$ cat src/rtl/fifo_tx_arbiter_pkg.sv
// Shared encodings and defaults for the UART TX FIFO push-port arbiter.
package fifo_tx_arbiter_pkg;

  typedef enum logic {
    ST_IDLE = 1'b0,
    ST_XFER = 1'b1
  } state_t;

  localparam logic [1:0] GNT_NONE = 2'b00;
  localparam logic [1:0] GNT_0    = 2'b01;
  localparam logic [1:0] GNT_1    = 2'b10;

  localparam int DEF_MAX_LEN = 32;
  localparam int DEF_IDLE_TO = 1000;

  // Pointer value after releasing a grant: favour the requester that was not
  // just served (pointer 0 favours requester 0, pointer 1 favours requester 1).
  function automatic logic nextFavour(input logic [1:0] gnt);
    return gnt[0];
  endfunction

endpackage

$ cat src/rtl/fifo_tx_arbiter_rr_arb2.sv
// Two-way round-robin picker: a lone request wins outright, a tie goes to the
// requester the pointer favours.
module fifo_tx_arbiter_rr_arb2
  import fifo_tx_arbiter_pkg::*;
(
  input  logic [1:0] iReq,
  input  logic       iPtr,
  output logic [1:0] oPick
);

  // Resolve the request pair into a one-hot pick.
  always_comb begin
    oPick = GNT_NONE;
    if (iReq == 2'b11) begin
      oPick = iPtr ? GNT_1 : GNT_0;
    end else if (iReq[0]) begin
      oPick = GNT_0;
    end else if (iReq[1]) begin
      oPick = GNT_1;
    end
  end

endmodule

$ cat src/rtl/fifo_tx_arbiter.sv
// Packet-atomic round-robin arbiter sharing the UART TX FIFO push port between
// two byte-stream requesters. A grant is held until end-of-packet, a length
// guard, or an idle timeout releases it.
module fifo_tx_arbiter
  import fifo_tx_arbiter_pkg::*;
#(
  parameter int MAX_LEN = DEF_MAX_LEN,
  parameter int IDLE_TO = DEF_IDLE_TO
) (
  input  logic       iClk,
  input  logic       iRst_n,
  input  logic       iReq0_Valid,
  input  logic [7:0] iReq0_Data,
  input  logic       iReq0_Last,
  output logic       oReq0_Ready,
  input  logic       iReq1_Valid,
  input  logic [7:0] iReq1_Data,
  input  logic       iReq1_Last,
  output logic       oReq1_Ready,
  input  logic       iFull,
  output logic       oPush,
  output logic [7:0] oWrData,
  output logic [1:0] oGrant,
  output logic       oBusy,
  output logic       oOverrun,
  output logic       oTimeout
);

  localparam int BW = $clog2(MAX_LEN + 1);
  localparam int IW = $clog2(IDLE_TO + 1);
  localparam logic [BW-1:0] MAX_CNT  = BW'(MAX_LEN);
  localparam logic [IW-1:0] IDLE_LIM = IW'(IDLE_TO);

  state_t        state, stateNext;
  logic [1:0]    grant, grantNext, pick;
  logic          ptr, ptrNext;
  logic [BW-1:0] byteCnt, byteCntNext, byteInc;
  logic [IW-1:0] idleCnt, idleCntNext, idleInc;
  logic          overrun, overrunNext;
  logic          timeout, timeoutNext;
  logic          gntValid, gntLast, xferPush, inXfer;
  logic [7:0]    gntData;

  fifo_tx_arbiter_rr_arb2 uPicker (
    .iReq  ({iReq1_Valid, iReq0_Valid}),
    .iPtr  (ptr),
    .oPick (pick)
  );

  // Select the granted requester's stream; with no grant everything reads zero.
  always_comb begin
    gntValid = 1'b0;
    gntLast  = 1'b0;
    gntData  = '0;
    if (grant == GNT_0) begin
      gntValid = iReq0_Valid;
      gntLast  = iReq0_Last;
      gntData  = iReq0_Data;
    end else if (grant == GNT_1) begin
      gntValid = iReq1_Valid;
      gntLast  = iReq1_Last;
      gntData  = iReq1_Data;
    end
  end

  assign inXfer   = (state == ST_XFER);
  assign xferPush = inXfer & gntValid & ~iFull;
  assign byteInc  = byteCnt + BW'(1);
  assign idleInc  = idleCnt + IW'(1);

  assign oReq0_Ready = inXfer & grant[0] & ~iFull;
  assign oReq1_Ready = inXfer & grant[1] & ~iFull;
  assign oPush       = xferPush;
  assign oWrData     = gntData;
  assign oGrant      = grant;
  assign oBusy       = inXfer;
  assign oOverrun    = overrun;
  assign oTimeout    = timeout;

  // Arbitration, packet tracking and release decisions.
  always_comb begin
    stateNext   = state;
    grantNext   = grant;
    ptrNext     = ptr;
    byteCntNext = byteCnt;
    idleCntNext = idleCnt;
    overrunNext = 1'b0;
    timeoutNext = 1'b0;
    case (state)
      ST_IDLE: begin
        // Full FIFO does not hold off arbitration, only the pushes.
        if (pick != GNT_NONE) begin
          stateNext   = ST_XFER;
          grantNext   = pick;
          byteCntNext = '0;
          idleCntNext = '0;
        end
      end
      ST_XFER: begin
        if (xferPush) begin
          byteCntNext = byteInc;
          idleCntNext = '0;
          // Last on the MAX_LEN-th byte is a clean end, not an overrun.
          if (gntLast || (byteInc == MAX_CNT)) begin
            stateNext   = ST_IDLE;
            grantNext   = GNT_NONE;
            ptrNext     = nextFavour(grant);
            overrunNext = ~gntLast;
          end
        end else if (gntValid) begin
          // Stalled by a full FIFO: the requester is alive, so no timeout.
          idleCntNext = '0;
        end else if (idleInc == IDLE_LIM) begin
          stateNext   = ST_IDLE;
          grantNext   = GNT_NONE;
          ptrNext     = nextFavour(grant);
          timeoutNext = 1'b1;
        end else begin
          idleCntNext = idleInc;
        end
      end
      default: begin
        stateNext = ST_IDLE;
        grantNext = GNT_NONE;
      end
    endcase
  end

  // State, grant, pointer, counters and release pulses.
  always_ff @(posedge iClk or negedge iRst_n) begin
    if (!iRst_n) begin
      state   <= ST_IDLE;
      grant   <= GNT_NONE;
      ptr     <= 1'b0;
      byteCnt <= '0;
      idleCnt <= '0;
      overrun <= 1'b0;
      timeout <= 1'b0;
    end else begin
      state   <= stateNext;
      grant   <= grantNext;
      ptr     <= ptrNext;
      byteCnt <= byteCntNext;
      idleCnt <= idleCntNext;
      overrun <= overrunNext;
      timeout <= timeoutNext;
    end
  end

endmodule

$ cat config.mk
export PLATFORM = sky130hd
export DESIGN_NAME = fifo_tx_arbiter
export DESIGN_NICKNAME = d
export VERILOG_FILES = /design/src/rtl/fifo_tx_arbiter_pkg.sv /design/src/rtl/fifo_tx_arbiter_rr_arb2.sv /design/src/rtl/fifo_tx_arbiter.sv
export SDC_FILE = /design/constraint.sdc
export NUM_CORES = 1
export LEC_CHECK = 0
export ABC_AREA = 1
export BUFFER_PORTS_ARGS = -buffer_cell sky130_fd_sc_hd__buf_2
export CAP_MARGIN = 20
export CORE_MARGIN = 3
export CORE_UTILIZATION = 40
export DETAILED_ROUTE_END_ITERATION = 8
export REMOVE_ABC_BUFFERS = 1
export SKIP_LAST_GASP = 1
export SLEW_MARGIN = 20
export SYNTH_ARGS = -nofsm -noshare
export SYNTH_HDL_FRONTEND = slang
export SYNTH_SLANG_ARGS = --single-unit
$ cat constraint.sdc
create_clock -name iClk -period 3 [get_ports iClk]
set_input_delay 0.45 -clock iClk [delete_from_list [all_inputs] [get_ports iClk]]
set_output_delay 0.45 -clock iClk [all_outputs]
set_load 0.02 [all_outputs]
Word-level counts from Yosys, hierarchy flattened:

Cells that the tools add are included.

* bits in registers: 22
* input bits: 23
* output and inout port bits: 16
* word-level logic and storage cells: 79

* add/sub/neg operators: 2
* equal/unequal tests: 13
* mux-type cells: 41
* bitwise operators: 9
* reductions and logical operators: 7

Operators by type and width (number)
* $mux W10: 4
* $mux W1: 20
* $pmux W10 S2: 1
* $mux W2: 9
* $mux W8: 2
* $mux W6: 2
* $pmux W6 S2: 1
* $add A10 B1 Y10 const B: 1
* $eq A10 B10 Y1 const B: 1
* $reduce_and A4 Y1: 2
* $add A6 B1 Y6 const B: 1
* $and A1 B1 Y1: 6
* $eq A6 B6 Y1 const B: 1
* $ne A2 B2 Y1 const B: 3
* $ne A3 B2 Y1 const B: 2
* $eq A2 B2 Y1 const B: 2
* $ne A4 B4 Y1 const B: 1
* $pmux W2 S2: 1
* $reduce_and A2 Y1: 2
* $reduce_bool A2 Y1: 2
* $ne A3 B3 Y1 const B: 1
* $not A1 Y1: 3
* $eq A2 B1 Y1 const B: 1
* $ne A2 B1 Y1 const B: 1
* 2 further kinds: 2

Depth between registers and ports, before layout:

Gate-level depths: netlist of run 1.

* depth in word-level cells: 7
* gate-level depth with buffers: 13
* depth with buffers taken out: 12

Modules after synthesis:

From an unflattened synthesis of run 1, not the netlist that was laid out.

* cells, all modules: 232
* area, all modules: 1566.5 um2

By module, submodules not included
* fifo_tx_arbiter: instances 1, cells each 227, area each 1545.2 um2, seq. area each 550.5 um2
* fifo_tx_arbiter_rr_arb2: instances 1, cells each 5, area each 21.3 um2, seq. area each 0.0 um2

Worst setup path before layout of run 1:

No wires, ideal clock.

* kind: register to register
* start point: reg idleCnt[0]
* end point: reg grant[1] (netlist: oGrant[1])
* library setup time: 121 ps
* data arrival time: 1559 ps
* required time: 2879 ps
* slack: 1319 ps
* stages on the path, launching flop included: 14
* buffers on the path: 1
* cell sequence: dfrtp_1 ha_1 nand3_2 nor2_1 nor2_1 nor2_2 nand2_2 nor2_2 nand3_2 buf_6 nand2_4 nand3_2 nand2_1 nand2_1

* cells in the longest elaborated chain, start to end: 4

RTL lines
* from (decl): line fifo_tx_arbiter.sv:38 `logic [IW-1:0] idleCnt, idleCntNext, idleInc;`
* from (signal assigned): line fifo_tx_arbiter.sv:144 `idleCnt <= idleCntNext;`
* $add A10 B1 Y10: line fifo_tx_arbiter.sv:69 `assign idleInc = idleCnt + IW'(1);`
* $eq A10 B10 Y1: line fifo_tx_arbiter.sv:113 `end else if (idleInc == IDLE_LIM) begin`
* $ne A3 B2 Y1 (no line)
* $reduce_and A4 Y1 (no line)
* to (signal assigned): line fifo_tx_arbiter.sv:141 `grant <= grantNext;`
* to (decl): line fifo_tx_arbiter.sv:35 `logic [1:0] grant, grantNext, pick;`

No other way between the ends.
A chain may end at the register's enable or synchronous reset.

Final worst setup path of run 1:

* start point: reg grant[1] (netlist: oGrant[1])
* end point: out oPush

* cells in the longest elaborated chain, start to end: 5

RTL lines
* $eq A2 B2 Y1: line fifo_tx_arbiter.sv:59 `end else if (grant == GNT_1) begin`
* $mux W1: line fifo_tx_arbiter.sv:59
* $mux W1 *: line fifo_tx_arbiter.sv:55 `if (grant == GNT_0) begin`
* $and A1 B1 Y1 * (2 in a row): line fifo_tx_arbiter.sv:67 `assign xferPush = inXfer & gntValid & ~iFull;`
* to (decl): line fifo_tx_arbiter.sv:21 `output logic oPush,`

Every way passes the cells marked *; elsewhere a longest branch is shown, timed or not.

==> impl_metrics.ini, run 1 <==
[power_and_ir_drop]
vdd_drop_max_mv = 0.3172
intPower_uw = 658.4
leakage_uw = 0.0009825
switchingPower_uw = 531.8
combPwrFrac_pct = 42.4
power_density_mw_per_mm2 = 676.6
power.clock.fraction_pct = 15.5
total_power_uw = 1190
p_sw_share_pct = 44.68
pwr-share-seq_pct = 42.0

[placed_design]
gp_congestion = 0.7748
placed_area_mm2 = 0.001718
pre_cts_ws_ps = 916.6
dp_hpwl_mm = 2.676
port_buffers = 38

[detailed_routing]
totalWireLength_mm = 3.550
ant_nets = 0
drt-initial-drc-count = 67
wl_per_cell_um = 11.72
routed_via_density = 4.970
vias = 1506
drc = 0
dr.pass1.iters = 4

[finish]
drive_above_1_share_pct = 21.79
diodes = 0
num-nets-final = 284
design_area_mm2 = 0.001759
nFillCells = 394
area_growth_pct = 17.95

[synth]
synth_xor_area_share_pct = 1.174
synthCells = 220
synth_largest_area_cell = dfrtp_1
synth_cell_types = 29
yosysSeqAreaShare_pct = 36.91
muxShareOfSynthArea_pct = 0
synth.top_cells.by_area = dfrtp_1, nand2_1, nand3_1, inv_1, nand4_1
ys_warn_count = 0
ys_ff_latch = 22
synthAdderAreaFrac_pct = 1.678
synth_top_family_by_area = simple AND/OR/NAND/NOR gates
netlist_area_mm2 = 0.001491
ys.flop_type = dfrtp_1
synth-compound-area-share_pct = 7.466
avgSynthCellArea_um2 = 6.779
synth-edff-count = 0
ys_async_sr_fraction_pct = 100.0
yosysTopAreaCellShare_pct = 36.91
synth-simple-area-share_pct = 43.79

[timing]
rsz0062_at_grt = false
tightest_slew_ps = 498.2
maxSlewHeadroom_pct = 66.78
fmax_ghz = 0.4170
hold_ws_ps = 139.4
finalCritPeriodShare_pct = 79.94
fin_ws_ps = 601.7
fin_crit_ps = 2398
setup_violations = 0
skew_ps = 3.345
tns_ps = 0
hold_violations = 0
drv_slew = 0

[die]
io-pin-count = 39
die_h_um = 67.06
die_width_um = 67.06
die_area_mm2 = 0.004497
start_util_pct = 43.00
rows = 21
core_area_mm2 = 0.003468

[critical_path]
r2r-end = idleCnt[4]$_DFFE_PN0P_
cp-end-kind = primary output
rr_startpoint = idleCnt[0]$_DFFE_PN0P_
rr_worst_depth = 11
cp_slowest_cell = dfrtp_1
crit_path_cell_trace = inv_2 -> nand2_1 -> o21ai_1 -> nand2_1 -> inv_2 -> buf_2
crit_family = buffers and inverters
ff2ff_setup_slack_ps = 920
crit_type = reg2out
cp_num_buf_inv = 3
arrival_ps = 1950
required_ps = 2550
max_stage_delay_ps = 530
start_kind = register
critical_path.max_fanout = 13
crit_path_start = oGrant[1]$_DFFE_PN0P_

[clock_network]
clock_sinks = 22
cts_tree = yes
cts_hold_buf = 0
clk_latency_ps = 260
cts_setup_buffers = 0
ctsResizeCount = 0
numCtsBuffers = 3
cts.clk_slew.worst_paths_ps = 80
clk_path_buf_depth = 2
cts_htree_levels = 1
cts_root_buf = clkbuf_8

[global_routing]
overflow = 0
antenna_found_initial = 0
grt_pass1_wl_mm = 6.092
grt_pass1_vias = 1354
grtUsageTotal_pct = 17.48
grt_max_degree = 23

[outcome]
status = complete, no violations

[run]
drv_cap = 0

[worst_hold_path]
hp-class = in2async
## per-stage QoR
step,instances,util [%]
floorplan,215,-
global placement,300,49.53
detailed placement,300,49.53
CTS,303,50.72
global route,303,50.72
finish,303,50.72
## layer usage
layer | vias up | GRT usage (%) | part of all wire (%)
met5 | - | 0 | 0
met4 | 0 | 5.316 | 0.96
met3 | 2 | 2.530 | 3.0
met2 | 29 | 27.12 | 44
met1 | 684 | 24.77 | 52
li1 | 791 | - | -
## cell type report
| type | instances | area [um^2] | share of cell area [%] |
|---|---|---|---|
| Multi-Input combinational cell | 165 | 807.0 | 45.87 |
| Sequential cell | 22 | 550.5 | 31.29 |
| Timing Repair Buffer | 39 | 197.7 | 11.24 |
| Inverter | 28 | 105.1 | 5.974 |
| Tap cell | 46 | 57.56 | 3.272 |
| Clock buffer | 3 | 41.29 | 2.347 |
## layout by cell type, fill, tap and decap left out, types with 2 or more instances in the layout
cell type  Yosys  final
inv_1         23     23
nor3_1         2      2
nand2_1       77     77
clkinv_1       2      2
o21ai_1        3      3
nand4_1       11     11
dfrtp_1       22     22
a21oi_1        2      2
buf_2          2     38
nand3_2        4      4
clkbuf_8       0      3
o21ai_0        7      7
nand3_1       28     28
xor2_1         2      2
ha_1           2      2
inv_2          3      3
nor2_1        14     14
nor2_2         3      3
## cells by family after synthesis
kind of cell    after synthesis
simple gates                143
flops                        22
xor+xnor                      2
compound gates               18
buf+inv                      33
fa+ha+maj                     2
## power by group through the flow
stage               Combinational, uW  Clock (uW)  Sequential [uW]
global route                      587         202              519
detailed placement                500           0              506
finish                            505         185              500
global placement                  503           0              509
floorplan                         359           0              487
CTS                               508         192              499
## flip-flops by register name, indices dropped and copies added (netlist names)
signal,cells
idleCnt,10
byteCnt,6
oGrant,2
oBusy,1
oOverrun,1
oTimeout,1
ptr,1
## Yosys cell counts (3+ instances only)
| library cell | n |
|---|---|
| inv_1 | 23 |
| nor2_2 | 3 |
| nand2_1 | 77 |
| nand4_1 | 11 |
| nand3_1 | 28 |
| o21ai_0 | 7 |
| dfrtp_1 | 22 |
| nor2_1 | 14 |
| inv_2 | 3 |
| nand3_2 | 4 |
| o21ai_1 | 3 |
## worst max-delay path by stage
stage	end	slack [ps]	depth (start not counted)
detailed placement	oPush	920	6
CTS	oPush	600	6
floorplan	idleCnt[4]$_DFFE_PN0P_	940	8
global placement	oPush	900	6
global route	oPush	380	6
finish	oPush	600	6
Note: power is estimated with default switching activity, not from simulation.
==> run 2: changes to the inputs <==
ABC_AREA = 0   (was 1)
clock period = 2.5 ns   (was 3 ns; I/O delays follow)
==> run 2 against run 1 <==
Cell count decreased by 21%. Total power rose by 38%. Register-to-register slack worse by 450 ps. Non-clock buffer count is the same. Combinational power up 51%. Sequential share of layout area rose by 1.3 points. Wire length is 7.4% lower. Critical endpoint unchanged. Sequential power grew 20%. Synthesized area down 5.3%. First-iteration DRC count is 9.0% lower. Utilization is 2.1 points higher.
==> impl_metrics.ini, run 2 <==
[finish]
fin_cells = 238
top_register = idleCnt
num-nets-final = 220
diodes = 0
drive_above_1_share_pct = 29.90
largest_reg_flops = 10
layout_common_cells = buf_2, dfrtp_1, nand2_1
layout_commonest_cell = buf_2
design_area_mm2 = 0.001692
area_growth_pct = 19.75

[outcome]
status = complete, no violations

[placed_design]
port_buffers = 38
placed_area_mm2 = 0.001639
dp_hpwl_mm = 2.534
pre_cts_ws_ps = 473.9
place_inst = 234
gp_congestion = 0.8032

[clock_network]
numCtsBuffers = 3
cts_tree = yes
cts_root_buf = clkbuf_4
ctsResizeCount = 0
cts_setup_buffers = 0
cts.clk_slew.worst_paths_ps = 130
cts_htree_levels = 1
clk_path_buf_depth = 2
clock_sinks = 22
cts_hold_buf = 0
clk_latency_ps = 310

[detailed_routing]
wl_met1_mm = 1.475
ant_nets = 0
routed_via_density = 5.605
dr_wl_met2_mm = 1.541
totalWireLength_mm = 3.286
vias = 1334
drt-initial-drc-count = 61
top_layer = met4
drc = 0
wl_per_cell_um = 13.81
dr.pass1.iters = 4
wl_met3_um = 246

[synth]
ys_async_sr_fraction_pct = 100.0
netlist_area_mm2 = 0.001413
ys_warn_count = 0
yosysSeqAreaShare_pct = 38.97
ys.flop_type = dfrtp_1
avgSynthCellArea_um2 = 9.114
synth_cell_types = 48
synth-edff-count = 0
synthCells = 155
synth_largest_area_cell = dfrtp_1
yosysTopAreaCellShare_pct = 38.97
synth.top_cells.by_area = dfrtp_1, a22o_1, nand2_1, o21ai_0, a31oi_1
yosys-top-cells-count = dfrtp_1, nand2_1, o21ai_0, a22o_1, nor2_1
synth_most_common_cell = dfrtp_1
ys_ff_latch = 22

[global_routing]
antenna_found_initial = 0
grt_max_degree = 23
grt_pass1_vias = 1264
grt_pass1_wl_mm = 5.733
grtUsageTotal_pct = 16.98
overflow = 0

[timing]
hold_violations = 0
tns_ps = 0
finalCritPeriodShare_pct = 87.33
setup_violations = 0
skew_ps = 5.270
fin_ws_ps = 316.8
hold_ws_ps = 1.910
rsz0062_at_grt = false
tightest_slew_ps = 507.9
drv_slew = 0
maxSlewHeadroom_pct = 65.91
fmax_ghz = 0.4581
fin_crit_ps = 2183

[critical_path]
cp-end-kind = primary output
start_kind = register
required_ps = 2120
arrival_ps = 1810
critical_path.max_fanout = 9
crit_type = reg2out

[power_and_ir_drop]
power_density_mw_per_mm2 = 969.7
vdd_drop_max_mv = 0.5843
switchingPower_uw = 704.1
pwr-share-seq_pct = 36.6
p_sw_share_pct = 42.92
leakage_uw = 0.0008263
intPower_uw = 936.2
combPwrFrac_pct = 46.6
power.clock.fraction_pct = 16.8

[die]
die_area_mm2 = 0.004280
start_util_pct = 44.10
die_h_um = 65.43
core_area_mm2 = 0.003203
die_width_um = 65.43
io-pin-count = 39
rows = 20

[run]
drv_cap = 0

[worst_hold_path]
hp-class = in2async
[run 2: cell types whose count changed in the layout (fill, tap and decap cells not counted), moves of 5 or more]
cell	before	now
inv_1	23	2
nor2_1	14	9
nand4_1	11	3
a31oi_1	1	7
nand2_1	77	17
a22o_1	0	9
a21oi_1	2	8
nand3_1	28	3
a21o_1	0	5
[run 2: logic make-up after synthesis]
kind of cell    after synthesis  synth area share, %
buf+inv                       8                2.924
flops                        22                38.97
mux                           4                3.011
xor+xnor                      1                1.152
simple gates                 60                24.27
compound gates               58                27.90
fa+ha+maj                     2                1.771
[run 2: critical path, stage by stage, from the launching register on]
cell and delay, ps:
dfrtp_1 480, and3b_1 220, o21ai_1 420, inv_2 180, buf_2 210
[run 2: area by class of cell]
type / count / area [um^2]
tap: 44 / 55.05
multi-input combinational: 125 / 820.8
fill: 328 / 1511
clock buffer: 3 / 22.52
clock inverter: 1 / 30.03
timing repair buffer: 39 / 197.7
sequential: 22 / 550.5
inverter: 4 / 15.01
[run 2: routing by layer]
metal | up-vias | track usage [%]
li1 | 662 | -
met1 | 619 | 21.95
met2 | 51 | 28.57
met3 | 2 | 4.444
met4 | 0 | 3.368
met5 | - | 0
[run 2: worst paths after layout]
| path | from | endpoint | slack (ps) | cells past startpoint |
|---|---|---|---|---|
| max in group asynchronous | iRst_n | oGrant[1]$_DFFE_PN0P_ | 2170 | 1 |
| worst max register to register | idleCnt[0]$_DFFE_PN0P_ | ptr$_DFFE_PN0P_ | 470 | 7 |
| worst min register to register | byteCnt[5]$_DFFE_PN0P_ | byteCnt[5]$_DFFE_PN0P_ | 520 | 1 |
| worst min-delay path | iRst_n | idleCnt[6]$_DFFE_PN0P_ | 2 | 1 |
| min in group iClk | iReq0_Valid | oGrant[0]$_DFFE_PN0P_ | 370 | 3 |
| worst max-delay path | oGrant[1]$_DFFE_PN0P_ | oPush | 320 | 4 |
[run 2: metrics by stage]
stage	power (uW)	utilization, %
floorplan	1133	-
global placement	1355	51.17
detailed placement	1371	51.17
CTS	1653	52.81
global route	1776	52.81
finish	1640	52.81
[run 2: power by group through the flow]
stage / Combinational [uW] / Clock (uW) / Sequential, uW
finish: 764 / 276 / 600
global route: 847 / 302 / 626
CTS: 770 / 286 / 597
detailed placement: 767 / 0 / 604
global placement: 757 / 0 / 598
floorplan: 543 / 0 / 590
==> run 3: changes to the inputs <==
ABC_AREA = 1   (was 0)
SKIP_CTS_REPAIR_TIMING = 1   (was unset)
==> run 3 against run 2 <==
Final area increased by 5.3%. Setup slack got worse by 34 ps. Count of clock-buffer cells in the layout rose by 1. Clock power shrank 4%. Non-clock buffer count is 1 higher. Flip-flop and latch count unchanged. First-iteration DRC count is 39% higher. Utilization down 1.5 points. Fmax shrank 1.6%. Register-to-register slack got worse by 30 ps. Critical endpoint unchanged. Largest power group unchanged. Highest routed layer unchanged.
==> impl_metrics.ini, run 3 (synthesis gave the netlist of run 1 again) <==
[outcome]
status = complete, no violations

[clock_network]
cts_root_buf = clkbuf_8
clk_latency_ps = 270
numCtsBuffers = 3
clock_sinks = 22
cts_tree = yes
cts.clk_slew.worst_paths_ps = 90
clk_path_buf_depth = 2
cts_htree_levels = 1

[critical_path]
cp_num_buf_inv = 3
cp_slowest_cell = dfrtp_1
critical_path.max_fanout = 12
crit_path_cell_trace = inv_2 -> nand3_1 -> o21ai_1 -> nand2_1 -> inv_2 -> buf_2
crit_family = buffers and inverters
start_kind = register
required_ps = 2120
cp-end-kind = primary output
path_common_cell = inv_2
max_stage_delay_ps = 530
arrival_ps = 1840
crit_type = reg2out

[timing]
maxSlewHeadroom_pct = 66.54
fin_ws_ps = 282.4
finalCritPeriodShare_pct = 88.70
drv_slew = 0
fin_crit_ps = 2218
skew_ps = 4.942
tns_ps = 0
fmax_ghz = 0.4509
rsz0062_at_grt = false
hold_violations = 0
tightest_slew_ps = 502.0
setup_violations = 0

[die]
core_area_mm2 = 0.003468
die_width_um = 67.06
rows = 21
die_area_mm2 = 0.004497
start_util_pct = 43.00
io-pin-count = 39
die_h_um = 67.06

[finish]
num-nets-final = 285
top_register = idleCnt
seqCellArea_um2 = 550.5
layout_common_cells = nand2_1, buf_2, nand3_1
nFillCells = 377
diodes = 0
largest_reg_flops = 10
multi_input_area_um2 = 807.0
drive_above_1_share_pct = 22.39
area_growth_pct = 19.38
layout_commonest_cell = nand2_1
post-route-util_pct = 51.33
fin_cells = 305

[global_routing]
grtUsageTotal_pct = 16.34
grt_pass1_vias = 1286
grt_pass1_wl_mm = 5.692
grt_max_degree = 23
overflow = 0
antenna_found_initial = 0

[power_and_ir_drop]
power_density_mw_per_mm2 = 819.9
leakage_uw = 0.0009951
vdd_drop_max_mv = 0.4092

[run]
drv_cap = 0

[detailed_routing]
ant_nets = 0
dr.pass1.iters = 4
drc = 0
routed_via_density = 4.856
drt-initial-drc-count = 85
totalWireLength_mm = 3.496
wl_per_cell_um = 11.46
vias = 1481

[placed_design]
place_inst = 301
port_buffers = 38
dp_hpwl_mm = 2.626
pre_cts_ws_ps = 483.0
gp_congestion = 0.8049

[worst_hold_path]
hp-class = in2async
## run 3: changes by cell type in the layout (fill, tap and decap cells not counted), moves of 5 or more
| cell | before | now |
|---|---|---|
| nor2_1 | 9 | 14 |
| a22o_1 | 9 | 0 |
| inv_1 | 2 | 23 |
| nand3_1 | 3 | 28 |
| a21o_1 | 5 | 0 |
| a21oi_1 | 8 | 2 |
| nand2_1 | 17 | 77 |
| a31oi_1 | 7 | 1 |
| nand4_1 | 3 | 11 |
## run 3: final timing paths
| check | from | end | slack [ps] | cells past startpoint |
|---|---|---|---|---|
| min in group iClk | iReq0_Valid | oGrant[0]$_DFFE_PN0P_ | 370 | 3 |
| max in group asynchronous | iRst_n | idleCnt[4]$_DFFE_PN0P_ | 2100 | 1 |
| setup reg to reg | idleCnt[0]$_DFFE_PN0P_ | idleCnt[6]$_DFFE_PN0P_ | 440 | 11 |
| setup / recovery | oGrant[0]$_DFFE_PN0P_ | oPush | 280 | 6 |
| hold reg to reg | idleCnt[9]$_DFFE_PN0P_ | idleCnt[9]$_DFFE_PN0P_ | 520 | 2 |
| hold / removal | iRst_n | byteCnt[3]$_DFFE_PN0P_ | 60 | 1 |
## run 3: layout make-up
class	instances	share of cell area, %
clock buffer	4	3.092
inverter	28	5.903
multi-input combinational	165	45.33
sequential	22	30.92
tap	46	3.233
timing repair buffer	40	11.52
## run 3: metrics by stage
step                      power [uW]  hold slack [ps]  instance area, um^2
after floorplan                 1015            79.41                 1463
after global placement          1211            374.0                 1725
after detailed placement        1207            378.8                 1725
after CTS                       1476            82.24                 1780
after global routing            1591            94.09                 1780
final                           1460            58.48                 1780
## run 3: power by group
part	switching [uW]	internal, uW
Combinational	386	225
Sequential	122	463
Clock	123	141
Total	631	829
## run 3: per-layer routing
layer | global-route usage [%] | part of all wire [%] | vias up
met5 | 0 | 0 | -
met4 | 6.076 | 0.40 | 0
met3 | 2.530 | 4.3 | 2
met2 | 23.44 | 44 | 34
met1 | 24.23 | 51 | 649
li1 | - | - | 796
